--- config.mk ---
export PLATFORM = sky130hd
export DESIGN_NAME = cordic_result_unpack
export DESIGN_NICKNAME = d
export VERILOG_FILES = /design/src/rtl/cordic_result_unpack.sv
export SDC_FILE = /design/constraint.sdc
export NUM_CORES = 1
export LEC_CHECK = 0
export CORE_ASPECT_RATIO = 1.2
export CORE_MARGIN = 2
export CORE_UTILIZATION = 58
export CTS_BUF_LIST = sky130_fd_sc_hd__clkbuf_4
export DETAILED_ROUTE_END_ITERATION = 10
export GPL_ROUTABILITY_DRIVEN = 0
export PLACE_DENSITY_LB_ADDON = 0.1
export SLEW_MARGIN = 0
export SYNTH_ARGS = -nofsm -noshare
export SYNTH_HDL_FRONTEND = slang
export SYNTH_SLANG_ARGS = --single-unit
--- constraint.sdc ---
create_clock -name clk -period 2.4 [get_ports clk]
set_input_delay 0.48 -clock clk [delete_from_list [all_inputs] [get_ports clk]]
set_output_delay 0.48 -clock clk [all_outputs]
set_load 0.01 [all_outputs]
--- src/rtl/cordic_result_unpack.sv ---
//----------------------------------------------------------------------------
// cordic_result_unpack
// Collects LSB-first serial x/y/z CORDIC results into WIDTH-bit words and
// presents them through a 2-entry valid/ready queue.
// Revision: 1.0
//----------------------------------------------------------------------------
`default_nettype none

module cordic_result_unpack #(
    parameter int WIDTH = 16
) (
    input  logic             clk,
    input  logic             rst_n,
    input  logic             valid_i,
    input  logic             xi,
    input  logic             yi,
    input  logic             zi,
    output logic [WIDTH-1:0] x_out,
    output logic [WIDTH-1:0] y_out,
    output logic [WIDTH-1:0] z_out,
    output logic             out_valid,
    input  logic             out_ready,
    output logic             frame_err,
    output logic             overflow
);

    localparam int             CW     = (WIDTH > 2) ? $clog2(WIDTH) : 1;
    localparam logic [CW-1:0]  C_LAST = CW'(WIDTH - 1);
    localparam logic [1:0]     C_FULL = 2'd2;

    logic [CW-1:0]    r_cnt;
    logic [WIDTH-1:0] r_sr_x, r_sr_y, r_sr_z;
    logic [WIDTH-1:0] r_qx [2];
    logic [WIDTH-1:0] r_qy [2];
    logic [WIDTH-1:0] r_qz [2];
    logic             r_wptr, r_rptr;
    logic [1:0]       r_count;
    logic             r_frame_err;
    logic             r_overflow;

    logic [WIDTH-1:0] w_word_x, w_word_y, w_word_z;
    logic             w_done, w_pop, w_push, w_valid;

    assign w_word_x = {xi, r_sr_x[WIDTH-1:1]};
    assign w_word_y = {yi, r_sr_y[WIDTH-1:1]};
    assign w_word_z = {zi, r_sr_z[WIDTH-1:1]};

    assign w_valid  = (r_count != 2'd0);
    assign w_done   = valid_i && (r_cnt == C_LAST);
    assign w_pop    = w_valid && out_ready;
    // A full queue can still take a word when the head leaves in the same cycle.
    assign w_push   = w_done && ((r_count != C_FULL) || w_pop);

    always_ff @(posedge clk or negedge rst_n) begin
        if (!rst_n) begin
            r_cnt       <= '0;
            r_sr_x      <= '0;
            r_sr_y      <= '0;
            r_sr_z      <= '0;
            for (int i = 0; i < 2; i++) begin
                r_qx[i] <= '0;
                r_qy[i] <= '0;
                r_qz[i] <= '0;
            end
            r_wptr      <= 1'b0;
            r_rptr      <= 1'b0;
            r_count     <= 2'd0;
            r_frame_err <= 1'b0;
            r_overflow  <= 1'b0;
        end else begin
            if (valid_i) begin
                r_sr_x <= w_word_x;
                r_sr_y <= w_word_y;
                r_sr_z <= w_word_z;
                r_cnt  <= w_done ? '0 : r_cnt + CW'(1);
            end else begin
                r_cnt  <= '0;
            end

            // Strobe dropped part-way through a word.
            r_frame_err <= !valid_i && (r_cnt != '0);

            if (w_push) begin
                r_qx[r_wptr] <= w_word_x;
                r_qy[r_wptr] <= w_word_y;
                r_qz[r_wptr] <= w_word_z;
                r_wptr       <= ~r_wptr;
            end
            if (w_pop) begin
                r_rptr <= ~r_rptr;
            end

            case ({w_push, w_pop})
                2'b10:   r_count <= r_count + 2'd1;
                2'b01:   r_count <= r_count - 2'd1;
                default: r_count <= r_count;
            endcase

            if (w_done && !w_push) begin
                r_overflow <= 1'b1;
            end
        end
    end

    assign x_out     = r_qx[r_rptr];
    assign y_out     = r_qy[r_rptr];
    assign z_out     = r_qz[r_rptr];
    assign out_valid = w_valid;
    assign frame_err = r_frame_err;
    assign overflow  = r_overflow;

endmodule

`default_nettype wire

# ---- Word level (Yosys, flattened, before mapping)
# Cells that the tools add are included.
dict set report word_totals {
  ff_bits 154
  latch_bits 0
  ramBits 0
  romBits 0
  input_bits 7
  output_inout_bits 51
  wordCells 58
  mem_count 0
}
dict set report classes {
  addsub 3
  mul 0
  div_mod_pow 0
  n_lt_le_gt_ge 3
  n_eq_ne 4
  n_shift 0
  mux 17
  bitwise_logic 4
  n_reduce_logical 12
}
# cell count
set ops {}
lappend ops {{two-way mux 16 bit} 10}
lappend ops {{bitwise mux 32 bit} 3}
lappend ops {{demux 16 bit (select 1 bit)} 1}
lappend ops {{two-way mux 4 bit} 2}
lappend ops {{logical AND 1 bit} 6}
lappend ops {{adder 4 x 1 -> 4 bit, second input constant} 1}
lappend ops {{== test 4 bit, second input constant} 1}
lappend ops {{greater-or-equal comparator 2 bit, second input constant} 2}
lappend ops {{inverter 1 -> 2 bit} 2}
lappend ops {{case mux 2 bit (2 select lines)} 1}
lappend ops {{nonzero test 2 bit} 2}
lappend ops {{nonzero test 4 bit} 1}
lappend ops {{adder 2 x 1 -> 2 bit, second input constant} 1}
lappend ops {{== test 2 x 1 -> 1 bit, second input constant} 1}
lappend ops {{== test 2 bit, second input constant} 1}
lappend ops {{zero test 1 bit} 2}
lappend ops {{< comparator 2 x 1 -> 1 bit, second input constant} 1}
lappend ops {{inequality test 2 bit, second input constant} 1}
lappend ops {{inverter 1 bit} 2}
lappend ops {{subtractor 2 x 1 -> 2 bit, second input constant} 1}
lappend ops {{logical OR 1 bit} 1}

# ---- Longest topological paths before layout
# Gate-level depths: netlist of run 1.
dict set report logic_depth {
  word_depth 6
  ltp_mapped 7
  ltp_nobuf 7
}

# ---- Worst setup path before layout of run 1
# No wires, ideal clock.
dict set report synth_timing {
  path_type {flip-flop to output port}
  start {reg r_rptr}
  end {out x_out[10]}
  arrival_time_ns 1.332
  required_ns 1.920
  setup_slack_ns 0.588
  stages_incl_launch_ff 4
  path_buffers 2
  path_cell_list {dfrtp_1 > buf_1 > buf_2 > mux2_2}
}
dict set report synth_between {
  elab_chain_len 4
}
# element line_no
set synth_rtl {}
lappend synth_rtl {{from (decl)} 36} ;# logic r_wptr, r_rptr;
lappend synth_rtl {{from (signal assigned)} 90} ;# r_rptr <= ~r_rptr;
lappend synth_rtl {{inverter 1 -> 2 bit (not written as such)} 105} ;# assign x_out = r_qx[r_rptr];
lappend synth_rtl {{two-way mux 16 bit (not written as such) (3 in a row)} 105}
lappend synth_rtl {{to (decl)} 18} ;# output logic [WIDTH-1:0] x_out,
# Every way passes these cells. The select of a mux whose other input is x is not followed.

# ---- Worst setup path in the final report of run 1
dict set report layout_timing {
  start {reg r_rptr}
  end {out z_out[13]}
}
dict set report layout_between {
  elab_chain_len 4
}
# element line_no
set layout_rtl {}
lappend layout_rtl {{inverter 1 -> 2 bit (not written as such)} 107} ;# assign z_out = r_qz[r_rptr];
lappend layout_rtl {{two-way mux 16 bit (not written as such) (3 in a row)} 107}
lappend layout_rtl {{to (decl)} 20} ;# output logic [WIDTH-1:0] z_out,
# Every way passes these cells. The select of a mux whose other input is x is not followed.

==> reports/results.txt, run 1 <==
Status -> finished with violations
Violated checks -> setup timing
Critical path data arrival time -> 1980 ps
Max-slew headroom -> 56.9%
Die width -> 99.6 µm
Area grow syn2layout -> 16.2%
Die Y -> 119 µm
Vias in the first global route -> 3587
Synth Flop Type -> dfrtp_1
CTS tree -> built
Setup Fix Bufs, Post-CTS -> 0
H-tree depth -> 4
Final setup violation count -> 20
Clock Power Share -> 28.6%
Startpoint Class -> flip-flop
# IOs -> 58
Tot Pwr -> 5.67 mW
Distinct cells, synth -> 25
DRC Markers -> 0
FMAX -> 406 MHz
Die area -> 0.0118 mm²
Setup TNS Final -> -864 ps
RSZ-0062 raised after global routing -> yes
Placed insts -> 567
Final Routed Wirelength -> 10400 µm
Vias per cell -> 5.54
Worst-path maximum fanout -> 13
Net count after synthesis -> 401
PwrDens -> 768 mW/mm²
Avg WL per Cell -> 17.3 µm
Max clock buf depth -> 2
Synth area leaders -> dfrtp_1 (59%), mux2_2 (26%), mux2_4 (4.7%)
Dpl cell area -> 0.00709 mm²
First-pass iteration count of the detailed router -> 4
Yosys reg bits -> 151
# diodes -> 0
Clock sink count -> 151
Fraction of layout cells with a size suffix above 1 -> 45.6%
Critical path class -> flip-flop to output pin
Crit. End Element -> output pin
Final setup margin -> -64.9 ps
# rows -> 41
First-pass GRT wire length -> 18000 µm
Logic pwr share -> 15.6%
Max-cap violations -> 0
Post-Layout Cell Count -> 600
Clk pin slew, worst setup/hold paths -> 120 ps
Netlist area before placement -> 0.00636 mm²
Global-route usage over all layers -> 19.6%
Clock Skews -> 12.7 ps
Static Leakage -> 3.80 nW
Vias -> 3321
DP HPWL -> 6610 µm
Tcrit/Tclk final -> 103%
Nets -> 468
Yosys warnings -> 0
Yosys top cell area share -> 59.4%
Sw Pwr -> 1.57 mW
CTS root buffer -> clkbuf_4
Post-synthesis sequential area ratio -> 59.4%
EDFF count, synth -> 0
Int Power -> 4.10 mW
ANT nets after route -> 0
Global route overflow -> 0
Reg power frac -> 55.8%
Largest net degree at the start of global routing -> 68
Yosys top cell by area -> dfrtp_1
Area of the core -> 0.0106 mm²
Syn avg cell area -> 16.3 µm²
Final Cell Area -> 0.00739 mm²
Synth top cells by count -> dfrtp_1 (151), mux2_2 (149), mux2_1 (20), mux2_4 (20)
Final Hold Fails -> 0
Req. time, crit path -> 1920 ps
TritonCTS Buffers -> 17
Starting Density -> 59.9%
Worst hold path class -> input port to async pin
Slew @ Worst Pin -> 646 ps
IO Port Bufs -> 57
Peak VDD IR -> 0.552 mV
Post-synthesis async set-or-reset flop share -> 100%
Iter 0 DRT Violations -> 89
Sw Ratio -> 27.8%
Worst hold slack -> 420 ps
Final min period -> 2460 ps
Worst-Skew Late Latency -> 530 ps
Gate Count Post-Synth -> 391
Worst slack, placed -> 166 ps
Count leader, synth -> dfrtp_1
Final Util -> 69.6%
Initial antenna violation count -> 0
Pins Over Slew Limit -> 0
sequential cells by signal, indices dropped and copies added, names as in the netlist, 2 cells and up:
register	count
r_qy	32
r_sr_z	15
r_count	2
r_cnt	4
r_sr_y	15
r_qx	32
r_sr_x	15
r_qz	32
power groups by stage:
stage,Combinational (mW),Clock (mW),Sequential [mW]
after floorplan,0.631,0,3.11
after global placement,0.854,0,3.20
after detailed placement,0.877,0,3.22
after CTS,0.890,1.68,3.16
after global routing,0.968,1.79,3.23
final,0.883,1.63,3.17
routing by layer:
metal / track usage, % / wire (µm)
met1: 25.2 / 4610
met5: 0 / 0
met2: 32.5 / 5360
met4: 5.65 / 61
met3: 5.62 / 345
worst max-delay path, stage by stage (launching register included):
cell and delay, ps:
dfrtp_2 440, buf_8 180, mux2_2 370, clkdlybuf4s50_1 480
placed cells by master, fill, tap and decap left out:
cell type / count
inv_1: 4
buf_6: 2
xnor2_1: 4
bufinv_16: 3
inv_6: 3
dfrtp_2: 1
clkbuf_4: 17
and4_1: 1
nand2b_1: 1
clkinv_4: 3
clkdlybuf4s50_1: 27
ha_1: 3
dlymetal6s2s_1: 2
mux2_2: 148
a311oi_1: 1
clkinv_2: 1
nor3b_4: 2
buf_2: 1
mux2_4: 21
clkinvlp_4: 3
or4_1: 1
buf_4: 3
dfrtp_1: 150
a21oi_1: 3
and2_1: 2
buf_8: 1
o21ai_0: 1
a21o_1: 1
dlygate4sd3_1: 1
nand3b_1: 1
or2_2: 1
clkinv_1: 2
nor2_1: 3
xor2_1: 2
dlygate4sd2_1: 25
buf_12: 5
clkdlybuf4s15_1: 1
mux2_1: 20
kinds of logic (layout without fill, tap and decap cells):
kind of cell	after synthesis	count (layout)	share of synthesized area, %
AOI/OAI and AO/OA	6	6	0.570
xor gates and xnor gates	6	6	0.826
adders and majority gates	3	3	0.590
buffers and inverters	24	104	2.42
DFF	151	151	59.4
muxes	189	189	34.6
and+or+nand+nor	12	12	1.53
area by class of cell:
class	count	area, µm²
Inverter	4	15.0
Multi-Input combinational cell	216	2430
Tap cell	129	161
Sequential cell	151	3780
Clock buffer	17	128
Fill cell	767	3230
Timing Repair Buffer	68	699
Clock inverter	15	178
repair_timing:
item                       4_1_cts  5_1_grt
hold endpoints to repair        37        0
hold buffers                     1        0
resized for setup               27        6
setup endpoints to repair       48       23
final timing paths:
path | from | endpoint | slack, ps | depth (start not counted)
worst max-delay path | r_rptr$_DFFE_PN0P_ | z_out[13] | -60 | 3
worst min-delay path | rst_n | r_qx[28]$_DFFE_PN0P_ | 420 | 2
worst max register to register | r_cnt[0]$_DFF_PN0_ | r_qy[17]$_DFFE_PN0P_ | 390 | 5
worst min register to register | overflow$_DFFE_PN0P_ | overflow$_DFFE_PN0P_ | 490 | 1
max in group asynchronous | rst_n | r_qy[28]$_DFFE_PN0P_ | 1320 | 3
min in group clk | valid_i | overflow$_DFFE_PN0P_ | 470 | 3
Note: power is estimated with default switching activity, not from simulation.
==> run 2: changes to the inputs <==
--- a/config.mk
+++ b/config.mk
@@ -11,7 +11,7 @@
 export CTS_BUF_LIST = sky130_fd_sc_hd__clkbuf_4
 export DETAILED_ROUTE_END_ITERATION = 10
 export GPL_ROUTABILITY_DRIVEN = 0
-export PLACE_DENSITY_LB_ADDON = 0.1
+export PLACE_DENSITY = 0.8
 export SLEW_MARGIN = 0
 export SYNTH_ARGS = -nofsm -noshare
 export SYNTH_HDL_FRONTEND = slang
==> run 2 against run 1 <==
  * The flow now finishes without violations
  * Design area grew 1.6%
  * Sequential cell count unchanged
  * Via count increased by 2.8%
  * Wire length up 8.0%
  * First-iteration DRC count rose by 46%
  * Fmax rose by 6.5%
  * Register-to-register slack worse by 40 ps
  * Clock skew fell by 1.0 ps
  * Worst setup slack gained 150 ps
  * Power grew 8.9%
  * Critical endpoint is now y_out[7]
==> reports/results.txt, run 2 (synthesis gave the netlist of run 1 again) <==
Iter 0 DRT Violations -> 130 (+46%)
PwrDens -> 823 mW/mm² (+7.2%)
Worst-Skew Late Latency -> 510 ps (-20 ps)
DRC Markers -> 0 (unchanged)
Max clock buf depth -> 2 (unchanged)
Worst R2R Setup Slack -> 350 ps (-40 ps)
ANT nets after route -> 0 (unchanged)
Slew @ Worst Pin -> 652 ps (+5.78 ps)
Global-route usage over all layers -> 20.0% (+0.34 points)
Peak VDD IR -> 0.500 mV (-9.5%)
Final setup violation count -> 0 (-100%)
Final Hold Fails -> 0 (unchanged)
Vias in the first global route -> 3645 (+1.6%)
Die width -> 99.6 µm (unchanged)
Crit. End Element -> output pin
Setup TNS Final -> 0 ps (+864 ps)
M1 wire length -> 5050 µm (+9.5%)
Most common cell after layout, fill and taps aside -> dfrtp_1
Clock sink count -> 151 (unchanged)
Max-cap violations -> 0 (unchanged)
Biggest regs -> r_qx (32), r_qy (32), r_qz (32)
RSZ-0062 raised after global routing -> yes
Avg WL per Cell -> 18.5 µm (+6.8%)
Starting Density -> 59.9% (unchanged)
IO Port Bufs -> 57 (unchanged)
Critical path data arrival time -> 1830 ps (-150 ps)
# diodes -> 0 (unchanged)
Final min period -> 2310 ps (-150 ps)
# rows -> 41 (unchanged)
Initial antenna violation count -> 0 (unchanged)
Status -> completed
Fraction of layout cells with a size suffix above 1 -> 50.6% (+5.0 points)
First-pass GRT wire length -> 18200 µm (+1.2%)
Critical path class -> flip-flop to output pin
Crit Reg-Reg Endpoint -> r_qy[23]$_DFFE_PN0P_
First-pass iteration count of the detailed router -> 4 (unchanged)
Startpoint Class -> flip-flop
FMAX -> 432 MHz (+6.5%)
Static Leakage -> 3.90 nW (+2.7%)
Die area -> 0.0118 mm² (unchanged)
Die Y -> 119 µm (unchanged)
Vias per cell -> 5.63 (+1.6%)
CTS root buffer -> clkbuf_4
Tot Pwr -> 6.18 mW (+8.9%)
Worst-path maximum fanout -> 5 (-8)
Max-slew headroom -> 56.6% (-0.39 points)
Clock Skews -> 11.7 ps (-1.00 ps)
Worst hold slack -> 481 ps (+61.0 ps)
Crit. Startpoint -> r_rptr$_DFFE_PN0P_
Most frequent cells in the layout -> dfrtp_1 (150), mux2_2 (148), mux2_4 (21), clkbuf_4 (21), mux2_1 (20)
Clk pin slew, worst setup/hold paths -> 120 ps (about the same)
H-tree depth -> 4 (unchanged)
Area grow syn2layout -> 18.1%
R2r worst-path depth -> 5 (unchanged)
TritonCTS Buffers -> 17 (unchanged)
Post-Layout Cell Count -> 607 (+1.2%)
Req. time, crit path -> 1920 ps (about the same)
DR WL met2 -> 5810 µm (+8.4%)
Nets -> 475 (+1.5%)
Final Routed Wirelength -> 11200 µm (+8.0%)
Pins Over Slew Limit -> 0 (unchanged)
Global route overflow -> 0 (unchanged)
Worst r2r src -> r_cnt[0]$_DFF_PN0_
Critical hold path startpoint -> valid_i
DR top layer -> met4
Largest net degree at the start of global routing -> 62 (-8.8%)
Met3 routed WL -> 300 µm (-13%)
Area of the core -> 0.0106 mm² (unchanged)
# IOs -> 58 (unchanged)
Vias -> 3415 (+2.8%)
Worst hold path class -> input port to flip-flop
Tcrit/Tclk final -> 96.4% (-6.3 points)
CTS tree -> built
Placed insts -> 566 (-0.18%)
CP Capture Point -> y_out[7]
DP HPWL -> 6380 µm (-3.5%)
-- run 2: cell types whose count changed in the layout (fill, tap and decap cells not counted), moves of 3 or more --
cell and delta:
clkinv_4 -3, clkdlybuf4s15_1 +6, clkdlybuf4s50_1 -20, buf_2 +13, buf_16 +3, inv_6 -3, dlygate4sd2_1 -6, clkbuf_4 +4
buf_6 +8
-- run 2: report_power, final --
group          switching, mW  internal [mW]
clock network          0.820          0.966
logic                  0.482          0.746
registers              0.305           2.86
total                   1.61           4.57
-- run 2: how the worst min path moves through the flow --
stage / cells past startpoint / to
3_5_place_dp: 1 / overflow$_DFFE_PN0P_
2_1_floorplan: 0 / frame_err$_DFF_PN0_
4_1_cts: 3 / overflow$_DFFE_PN0P_
5_1_grt: 3 / overflow$_DFFE_PN0P_
3_3_place_gp: 1 / overflow$_DFFE_PN0P_
6_report: 3 / overflow$_DFFE_PN0P_
-- run 2: critical path, stage by stage (launching register included) --
cell       delay, ps
dfrtp_2          410
buf_6            140
buf_8            140
clkbuf_16        160
mux2_2           340
buf_6            120
-- run 2: per-stage QoR --
stage          utilization, %  area, µm²  worst slack [ps]
5_1_grt                  70.7       7510             -11.0
4_1_cts                  69.6       7390              1.06
3_3_place_gp             66.6       7070               174
6_report                 70.7       7510              85.2
3_5_place_dp             66.6       7070               132
2_1_floorplan               -       6360               588
-- run 2: repair_timing --
action,in CTS,in global routing
gates cloned,3,2
pin swaps,0,0
endpoints found under the setup margin,48,31
endpoints found under the hold margin,57,0
hold buffers,1,0
resized for setup,113,19
setup buffers,3,0
-- run 2: layer usage --
layer / GRT usage [%] / vias up
met3: 5.03 / 4
met2: 33.0 / 59
met5: 0 / -
li1: - / 1549
met1: 25.6 / 1803
met4: 6.85 / 0
-- run 2: layout make-up --
type | count | area (µm²)
clock buffer | 21 | 158
clock inverter | 11 | 179
fill | 733 | 3110
inverter | 4 | 15.0
multi-input combinational | 216 | 2430
sequential | 151 | 3780
tap | 129 | 161
timing repair buffer | 75 | 788
==> run 3: changes to the inputs <==
--- a/config.mk
+++ b/config.mk
@@ -7,11 +7,11 @@
 export LEC_CHECK = 0
 export CORE_ASPECT_RATIO = 1.2
 export CORE_MARGIN = 2
-export CORE_UTILIZATION = 58
+export CORE_UTILIZATION = 57
 export CTS_BUF_LIST = sky130_fd_sc_hd__clkbuf_4
 export DETAILED_ROUTE_END_ITERATION = 10
 export GPL_ROUTABILITY_DRIVEN = 0
-export PLACE_DENSITY = 0.8
+export PLACE_DENSITY = 0.79
 export SLEW_MARGIN = 0
 export SYNTH_ARGS = -nofsm -noshare
 export SYNTH_HDL_FRONTEND = slang
==> run 3 against run 2 <==
  * Register-to-register slack improved by 60 ps
  * Worst setup slack worse by 37 ps
  * First-iteration DRC count is 3.8% lower
  * Clock-buffer cell count increased by 1
==> reports/results.txt, run 3 (synthesis gave the netlist of run 1 again) <==
Final setup violation count -> 0 (unchanged)
CP max stage cell -> dfrtp_2
Max-cap violations -> 0 (unchanged)
Die Y -> 120 µm (+0.84%)
Startpoint Class -> flip-flop
Crit Reg-Reg Endpoint -> r_qy[17]$_DFFE_PN0P_
Clock Skews -> 13.6 ps (+1.82 ps)
Slew @ Worst Pin -> 653 ps (+1.27 ps)
Critical path class -> flip-flop to output pin
Vias -> 3339 (-2.2%)
Vias per cell -> 5.53 (-1.7%)
Fraction of layout cells with a size suffix above 1 -> 45.4% (-5.2 points)
GR Util met1 -> 24.5% (-1.1 points)
Area grow syn2layout -> 16.2%
Die area -> 0.0120 mm² (+1.7%)
# rows -> 42 (+2.4%)
Grt met3 use -> 4.95% (-0.076 points)
Max clock buf depth -> 2 (unchanged)
Most frequent cells in the layout -> dfrtp_1 (150), mux2_2 (148), dlygate4sd2_1 (35), clkbuf_4 (22), mux2_4 (21)
Final Cell Area -> 0.00739 mm² (-1.7%)
Nets -> 471 (-0.84%)
H-tree depth -> 4 (unchanged)
R2r worst-path depth -> 5 (unchanged)
First-pass GRT wire length -> 17800 µm (-2.4%)
Area of the core -> 0.0109 mm² (+2.9%)
Dpl cell area -> 0.00711 mm² (+0.58%)
Pins Over Slew Limit -> 0 (unchanged)
Global route overflow -> 0 (unchanged)
CP Buf/Inv Count -> 3 (-1)
Starting Density -> 58.2% (-1.7 points)
Final Routed Wirelength -> 11000 µm (-2.4%)
Worst hold slack -> 458 ps (-22.7 ps)
Critical path data arrival time -> 1870 ps (+40 ps)
CTS tree -> built
FILL cells -> 808 (+10%)
Largest net degree at the start of global routing -> 59 (-4.8%)
Tcrit/Tclk final -> 98.0% (+1.6 points)
TritonCTS Buffers -> 17 (unchanged)
Grt peak-use layer -> met2
Crit path cell chain -> buf_12 -> buf_12 -> mux2_4 -> dlygate4sd2_1
PwrDens -> 753 mW/mm² (-8.5%)
Worst-path maximum fanout -> 11 (+6)
Status -> completed
Max stage delay on crit path -> 440 ps (+30 ps)
Worst hold path class -> input port to async pin
FMAX -> 425 MHz (-1.6%)
Top cell by count, worst path -> buf_12
Worst r2r src -> r_cnt[0]$_DFF_PN0_
DP HPWL -> 6570 µm (+3.0%)
Initial antenna violation count -> 1 (+1)
ANT nets after route -> 0 (unchanged)
Clk pin slew, worst setup/hold paths -> 120 ps (about the same)
RSZ-0062 raised after global routing -> yes
DRC Markers -> 0 (unchanged)
Crit. End Element -> output pin
# IOs -> 58 (unchanged)
Vias in the first global route -> 3655 (+0.27%)
IO Port Bufs -> 57 (unchanged)
Clock sink count -> 151 (unchanged)
Most common cell after layout, fill and taps aside -> dfrtp_1
CTS root buffer -> clkbuf_4
Req. time, crit path -> 1920 ps (about the same)
Global-route usage over all layers -> 19.2% (-0.77 points)
Final min period -> 2350 ps (+37.5 ps)
Static Leakage -> 3.84 nW (-1.6%)
Avg WL per Cell -> 18.1 µm (-1.9%)
Die width -> 100 µm (+0.84%)
Final Hold Fails -> 0 (unchanged)
Worst-Skew Late Latency -> 540 ps (+30 ps)
M2 GR Usage -> 31.8% (-1.2 points)
Max-slew headroom -> 56.5% (-0.085 points)
First-pass iteration count of the detailed router -> 4 (unchanged)
Peak VDD IR -> 0.422 mV (-16%)
Iter 0 DRT Violations -> 125 (-3.8%)
CP top delay family -> buffers and inverters
Biggest regs -> r_qx (32), r_qy (32), r_qz (32)
Setup TNS Final -> 0 ps (unchanged)
Worst R2R Setup Slack -> 410 ps (+60 ps)
## run 3: layer usage
metal  wire, µm  vias to the layer above
li1           -                     1537
met1       4950                     1744
met2       5570                       46
met3        296                       12
met4        138                        0
met5          0                        -
## run 3: worst max-delay path by stage
stage               slack [ps]          startpoint  cells after the start                    to
floorplan                  590  r_rptr$_DFFE_PN0P_                      3             x_out[10]
global placement           190           out_ready                      5  r_qy[15]$_DFFE_PN0P_
detailed placement         140           out_ready                      5  r_qx[15]$_DFFE_PN0P_
CTS                          6  r_rptr$_DFFE_PN0P_                      3              z_out[4]
global route               -20  r_rptr$_DFFE_PN0P_                      4             x_out[15]
finish                      50  r_rptr$_DFFE_PN0P_                      4              z_out[4]
## run 3: cell type report
type / count / area [µm²] / share of cell area, %
Sequential cell: 151 / 3780 / 51.2
Multi-Input combinational cell: 216 / 2430 / 32.9
Clock buffer: 22 / 165 / 2.24
Tap cell: 132 / 165 / 2.24
Antenna cell: 1 / 2.50 / 0.0339
Timing Repair Buffer: 71 / 769 / 10.4
Clock inverter: 7 / 58.8 / 0.796
Inverter: 4 / 15.0 / 0.203
## run 3: per-stage QoR
stage / setup slack, ps / power (mW) / utilization, % / instances
global placement: 185 / 4.05 / 65.0 / 569
CTS: 6.18 / 5.46 / 66.7 / 600
global route: -23.4 / 5.83 / 67.6 / 604
finish: 47.7 / 5.56 / 67.6 / 604
detailed placement: 142 / 4.11 / 65.0 / 569
floorplan: 588 / 3.74 / - / 391
## run 3: where the power goes
| part | internal [mW] | switching, mW |
|---|---|---|
| registers | 2.86 | 0.305 |
| clock network | 0.541 | 0.796 |
| logic | 0.626 | 0.432 |
| total | 4.03 | 1.53 |
## run 3: timing repair
item                                    4_1_cts  5_1_grt
resized for setup                            49       14
cloned                                        0        2
endpoints found under the setup margin       48       12
hold buffers                                  1        0
setup buffers                                 1        1
endpoints found under the hold margin        53        0
